===== src/rtl/modn_updown_counter_if.sv =====
// Control/status bundle for modn_updown_counter.
// The master drives the controls and the counter (slave) drives the count and status.
interface modn_updown_counter_if #(
  parameter int WIDTH = 4,
  parameter int WCW   = 8
);
  logic             en;
  logic             up;
  logic             load;
  logic [WIDTH-1:0] in;
  logic [WIDTH-1:0] c;
  logic             tc;
  logic             wrap;
  logic             ld_err;
  logic [WCW-1:0]   wraps;

  modport master (
    output en, up, load, in,
    input  c, tc, wrap, ld_err, wraps
  );

  modport slave (
    input  en, up, load, in,
    output c, tc, wrap, ld_err, wraps
  );
endinterface


===== src/rtl/modn_updown_counter.sv =====
// Modulo-MOD up/down counter with enable, clamped parallel load, cascade
// terminal count and a saturating wrap-event counter.
module modn_updown_counter #(
  parameter int MOD   = 12,
  parameter int WIDTH = 4,
  parameter int WCW   = 8
) (
  input logic                  clk,
  input logic                  rst,
  modn_updown_counter_if.slave bus
);

  if (MOD < 2) begin : g_bad_mod
    $error("modn_updown_counter: MOD must be >= 2");
  end
  if ((2 ** WIDTH) < MOD) begin : g_bad_width
    $error("modn_updown_counter: WIDTH too small for MOD");
  end

  localparam logic [WIDTH-1:0] MAX = WIDTH'(MOD - 1);

  logic [WIDTH-1:0] c_q;
  logic             wrap_q;
  logic             ld_err_q;
  logic [WCW-1:0]   wraps_q;
  logic             at_top;
  logic             at_bot;
  logic             tc_int;

  assign at_top = (c_q == MAX);
  assign at_bot = (c_q == '0);
  // Combinational so a chained stage sees the carry on the same edge.
  assign tc_int = bus.en & ~bus.load & ((bus.up & at_top) | (~bus.up & at_bot));

  always_ff @(posedge clk or posedge rst) begin
    if (rst) begin
      c_q      <= '0;
      wrap_q   <= 1'b0;
      ld_err_q <= 1'b0;
      wraps_q  <= '0;
    end else if (bus.load) begin
      if (bus.in > MAX) begin
        c_q      <= MAX;
        ld_err_q <= 1'b1;
      end else begin
        c_q      <= bus.in;
        ld_err_q <= 1'b0;
      end
      wrap_q  <= 1'b0;
      wraps_q <= '0;
    end else begin
      ld_err_q <= 1'b0;
      wrap_q   <= tc_int;
      if (tc_int && !(&wraps_q)) begin
        wraps_q <= wraps_q + 1'b1;
      end
      if (bus.en) begin
        if (bus.up) begin
          c_q <= at_top ? '0 : c_q + 1'b1;
        end else begin
          c_q <= at_bot ? MAX : c_q - 1'b1;
        end
      end
    end
  end

  assign bus.c      = c_q;
  assign bus.tc     = tc_int;
  assign bus.wrap   = wrap_q;
  assign bus.ld_err = ld_err_q;
  assign bus.wraps  = wraps_q;

endmodule


===== src/flat_wrapper.sv =====
// flat-port wrapper written by rule: the top's interface ports become plain ports
module modn_updown_counter_flat 
#(
  parameter int MOD   = 12,
  parameter int WIDTH = 4,
  parameter int WCW   = 8
)
  (clk, rst, bus_en, bus_up, bus_load, bus_in, bus_c, bus_tc, bus_wrap, bus_ld_err, bus_wraps);
  modn_updown_counter_if #(.WIDTH(WIDTH), .WCW(WCW)) bus_i ();
  input logic clk;
  input logic rst;
  input wire logic [$bits(bus_i.en)-1:0] bus_en;
  input wire logic [$bits(bus_i.up)-1:0] bus_up;
  input wire logic [$bits(bus_i.load)-1:0] bus_load;
  input wire logic [$bits(bus_i.in)-1:0] bus_in;
  output wire logic [$bits(bus_i.c)-1:0] bus_c;
  output wire logic [$bits(bus_i.tc)-1:0] bus_tc;
  output wire logic [$bits(bus_i.wrap)-1:0] bus_wrap;
  output wire logic [$bits(bus_i.ld_err)-1:0] bus_ld_err;
  output wire logic [$bits(bus_i.wraps)-1:0] bus_wraps;
  assign bus_i.en = bus_en;
  assign bus_i.up = bus_up;
  assign bus_i.load = bus_load;
  assign bus_i.in = bus_in;
  assign bus_c = bus_i.c;
  assign bus_tc = bus_i.tc;
  assign bus_wrap = bus_i.wrap;
  assign bus_ld_err = bus_i.ld_err;
  assign bus_wraps = bus_i.wraps;
  modn_updown_counter #(.MOD(MOD), .WIDTH(WIDTH), .WCW(WCW)) u_core (.clk(clk), .rst(rst), .bus(bus_i));
endmodule

===== config.mk =====
export PLATFORM = sky130hd
export DESIGN_NAME = modn_updown_counter_flat
export DESIGN_NICKNAME = d
export VERILOG_FILES = /design/src/rtl/modn_updown_counter_if.sv /design/src/rtl/modn_updown_counter.sv /design/src/flat_wrapper.sv
export SDC_FILE = /design/constraint.sdc
export NUM_CORES = 1
export LEC_CHECK = 0
export CORE_AREA = 10 10 50 67
export CTS_CLUSTER_SIZE = 16
export DETAILED_ROUTE_END_ITERATION = 16
export DIE_AREA = 0 0 60 77
export PLACE_DENSITY = 0.7
export SLEW_MARGIN = 5
export SYNTH_ARGS = -nofsm -noshare
export SYNTH_HDL_FRONTEND = slang
export SYNTH_SLANG_ARGS = --single-unit

===== constraint.sdc =====
create_clock -name clk -period 2.75 [get_ports clk]
set_input_delay 0.55 -clock clk [delete_from_list [all_inputs] [get_ports clk]]
set_output_delay 0.55 -clock clk [all_outputs]
set_load 0.1 [all_outputs]

==> key figures <==
Critical path
  • CP Max Fanout: 9
  • WP buf/inv: 3
  • CP endpoint kind: output pin
  • CP delay by family, top: buffers and inverters
  • Max incr delay on CP: 0.63 ns
  • Crit-path cells: clkdlybuf4s50_1 > and3_1 > o211ai_2 > inv_1 > buf_12
  • Worst EP arrival: 1.86 ns
  • CP required: 2.20 ns
  • Startpoint Class: input port
  • Slowest CP cell: clkdlybuf4s50_1
  • Critical path class: in2out

Logic synthesis
  • Post-Synth Adder-Cell Area: 0.0420
  • Largest family of logic cells by synthesized area: compound AO/OA/AOI/OAI gates
  • Distinct cell type count after synthesis: 31
  • Commonest cells post-synth: 14 x dfrtp_1, 13 x a21oi_1, 8 x inv_1
  • Post-Syn Area: 895 um2
  • Yosys reg bits: 14
  • Share of the synthesized area in the top cell type: 0.392
  • Synth Flop Type: dfrtp_1
  • Syn nets: 112
  • Post-synthesis mux area share: 0.0112
  • Synthesized area per cell: 8.95 um2
  • Async SR Flop Fraction: 1.00
  • Number of flops mapped to enable cells by yosys: 0
  • Synth Instances: 100
  • Cell taking the most area after synthesis: dfrtp_1
  • Seq/Total Area, Yosys: 0.392
  • Post-synthesis compound-gate area fraction: 0.239
  • Most common cell in the netlist: dfrtp_1
  • Synth area leaders: dfrtp_1 39%, a21oi_1 7.3%, ha_1 4.2%
  • XOR/XNOR Fraction of Synth Area: 0.0196
  • Syn. warnings: 0
  • Simple-gate area share of the yosys netlist: 0.218

Cells and area
  • Number of diodes: 0
  • Ratio of cells with drive above 1 in the final layout: 0.221
  • Layout Area Growth over Synthesis: 27.7%
  • Final design utilization: 0.531
  • Nets@finish: 135
  • Post-route insts no fill: 144

CTS
  • # hold bufs at CTS: 0
  • CTS tree: done
  • H-Tree Depth: 1
  • Max clock buf depth: 2
  • # Post-CTS Setup Buffers: 0
  • CTS clk-pin slew, worst paths: 0.08 ns
  • Gates resized, CTS repair: 0
  • Worst-skew pair later-pin latency: 0.28 ns
  • CTS sink count: 14
  • Root Driver: clkbuf_4
  • Total CTS buffers: 3

Drt
  • DR iter-0 viols: 14
  • Wire per inst: 15.8 um
  • Final routed DRC violation total: 0
  • Via count: 855
  • Antenna-violating nets left: 0
  • Vias/cell: 5.94
  • Routed wire length: 2280 um
  • Drt first pass iters: 4

Placed design
  • Port bufs: 23
  • Detailed-placement wirelength estimate: 1740 um
  • GPL Wtd Cong: 0.844
  • Placed cell count: 140

Flow run
  • Max_cap viols: 0

STA
  • Fin. max-slew vios: 0
  • Post-route setup TNS: 0 ns
  • Slew margin rel.: 0.652
  • RSZ-0062 raised after global routing: false
  • Worst slew pin tran: 0.521 ns
  • Crit path time final: 2.41 ns
  • Final Hold Fails: 0
  • Max Fclk: 415 MHz
  • Fin crit share: 0.876
  • Clk_skew: 0.00129 ns
  • Endpoints failing setup: 0

Outcome
  • Status: completed

Global route
  • First-pass GRT wire length: 3930 um
  • Grt total ovfl: 0
  • Largest net degree at the start of global routing: 17
  • Total track usage: 0.102
  • Number of global-route vias before repair: 851
  • Initial antenna violation count: 0

Floorplan
  • Die height: 77 um
  • Top Ports: 24
  • Initial core utilization: 0.416
  • Chip Width: 60 um
  • Core Box Area: 2150 um2
  • # rows: 20
  • Die area: 4620 um2

Worst hold path
  • Tightest Hold Check Type: reg2reg

Power
  • Power per Cell Area: 488 nW/um2
  • Max VDD drop: 0.302 mV
  • Leak: 0.515 nW
  • Pwr Total: 0.558 mW
report_power, final:
group          internal (mW)  switching [mW]
logic                 0.0545           0.122
registers              0.216          0.0169
clock network         0.0806          0.0683
total                  0.351           0.207
cell usage in the layout (no fill, tap or decap):
master	instances
buf_4	16
a21oi_1	13
dfrtp_1	11
inv_1	8
clkdlybuf4s50_1	8
nand2_1	6
o21ai_0	6
and3_1	4
o31ai_1	4
nand3_1	4
nor2_1	3
o311ai_0	3
or4_1	3
o41ai_1	3
nand2b_1	3
ha_1	3
clkbuf_4	3
dfrtp_2	3
nand3b_1	2
and4_1	2
or3_1	2
o32ai_1	1
nor3b_2	1
o211ai_2	1
a31oi_1	1
xnor2_1	1
nor3b_1	1
or4b_2	1
a311oi_1	1
xor2_1	1
mux2i_1	1
clkbuf_8	1
buf_12	1
metal layers:
metal,share of wire,GRT usage
met1,0.42,0.121
met2,0.48,0.159
met3,0.082,0.0362
met4,0.013,0.0405
met5,0,0
path summary, 6_finish.rpt:
path | slack (ns) | to | start | depth (start not counted)
worst max-delay path | 0.34 | bus_tc | bus_up | 5
worst min-delay path | 0.55 | u_core.bus.wraps[7]$_DFFE_PP0P_ | u_core.bus.wraps[7]$_DFFE_PP0P_ | 1
worst max register to register | 0.68 | u_core.bus.wraps[6]$_DFFE_PP0P_ | u_core.bus.c[0]$_DFFE_PP0P_ | 7
worst min register to register | 0.55 | u_core.bus.wraps[7]$_DFFE_PP0P_ | u_core.bus.wraps[7]$_DFFE_PP0P_ | 1
max in group asynchronous | 1.78 | u_core.bus.c[0]$_DFFE_PP0P_ | rst | 2
min in group asynchronous | 0.59 | u_core.bus.ld_err$_DFF_PP0_ | rst | 2
layout make-up:
class	instances	area (um2)
Sequential cell	14	354
Multi-Input combinational cell	71	474
Inverter	8	30.0
Tap cell	22	27.5
Clock buffer	4	36.3
Fill cell	209	1010
Timing Repair Buffer	25	220
sequential cells by signal, summed over array words and instances, names as in the netlist:
register           count
u_core.bus.c           4
u_core.bus.ld_err      1
u_core.bus.wrap        1
u_core.bus.wraps       8
cell families (layout without fill, tap and decap cells):
logic type,Yosys count,count (layout)
simple gates,32,32
compound gates,33,33
mux,1,1
fa+ha+maj,3,3
xor+xnor,2,2
buf+inv,15,37
flops,14,14
per-stage QoR:
| stage | hold slack [ns] | worst slack, ns | instance area (um2) |
|---|---|---|---|
| floorplan | 0.439 | 0.0912 | 898 |
| global placement | 0.528 | 0.338 | 1110 |
| detailed placement | 0.547 | 0.262 | 1110 |
| CTS | 0.552 | 0.334 | 1140 |
| global route | 0.572 | 0.270 | 1140 |
| finish | 0.550 | 0.340 | 1140 |
(Power assumes the default switching activity.)
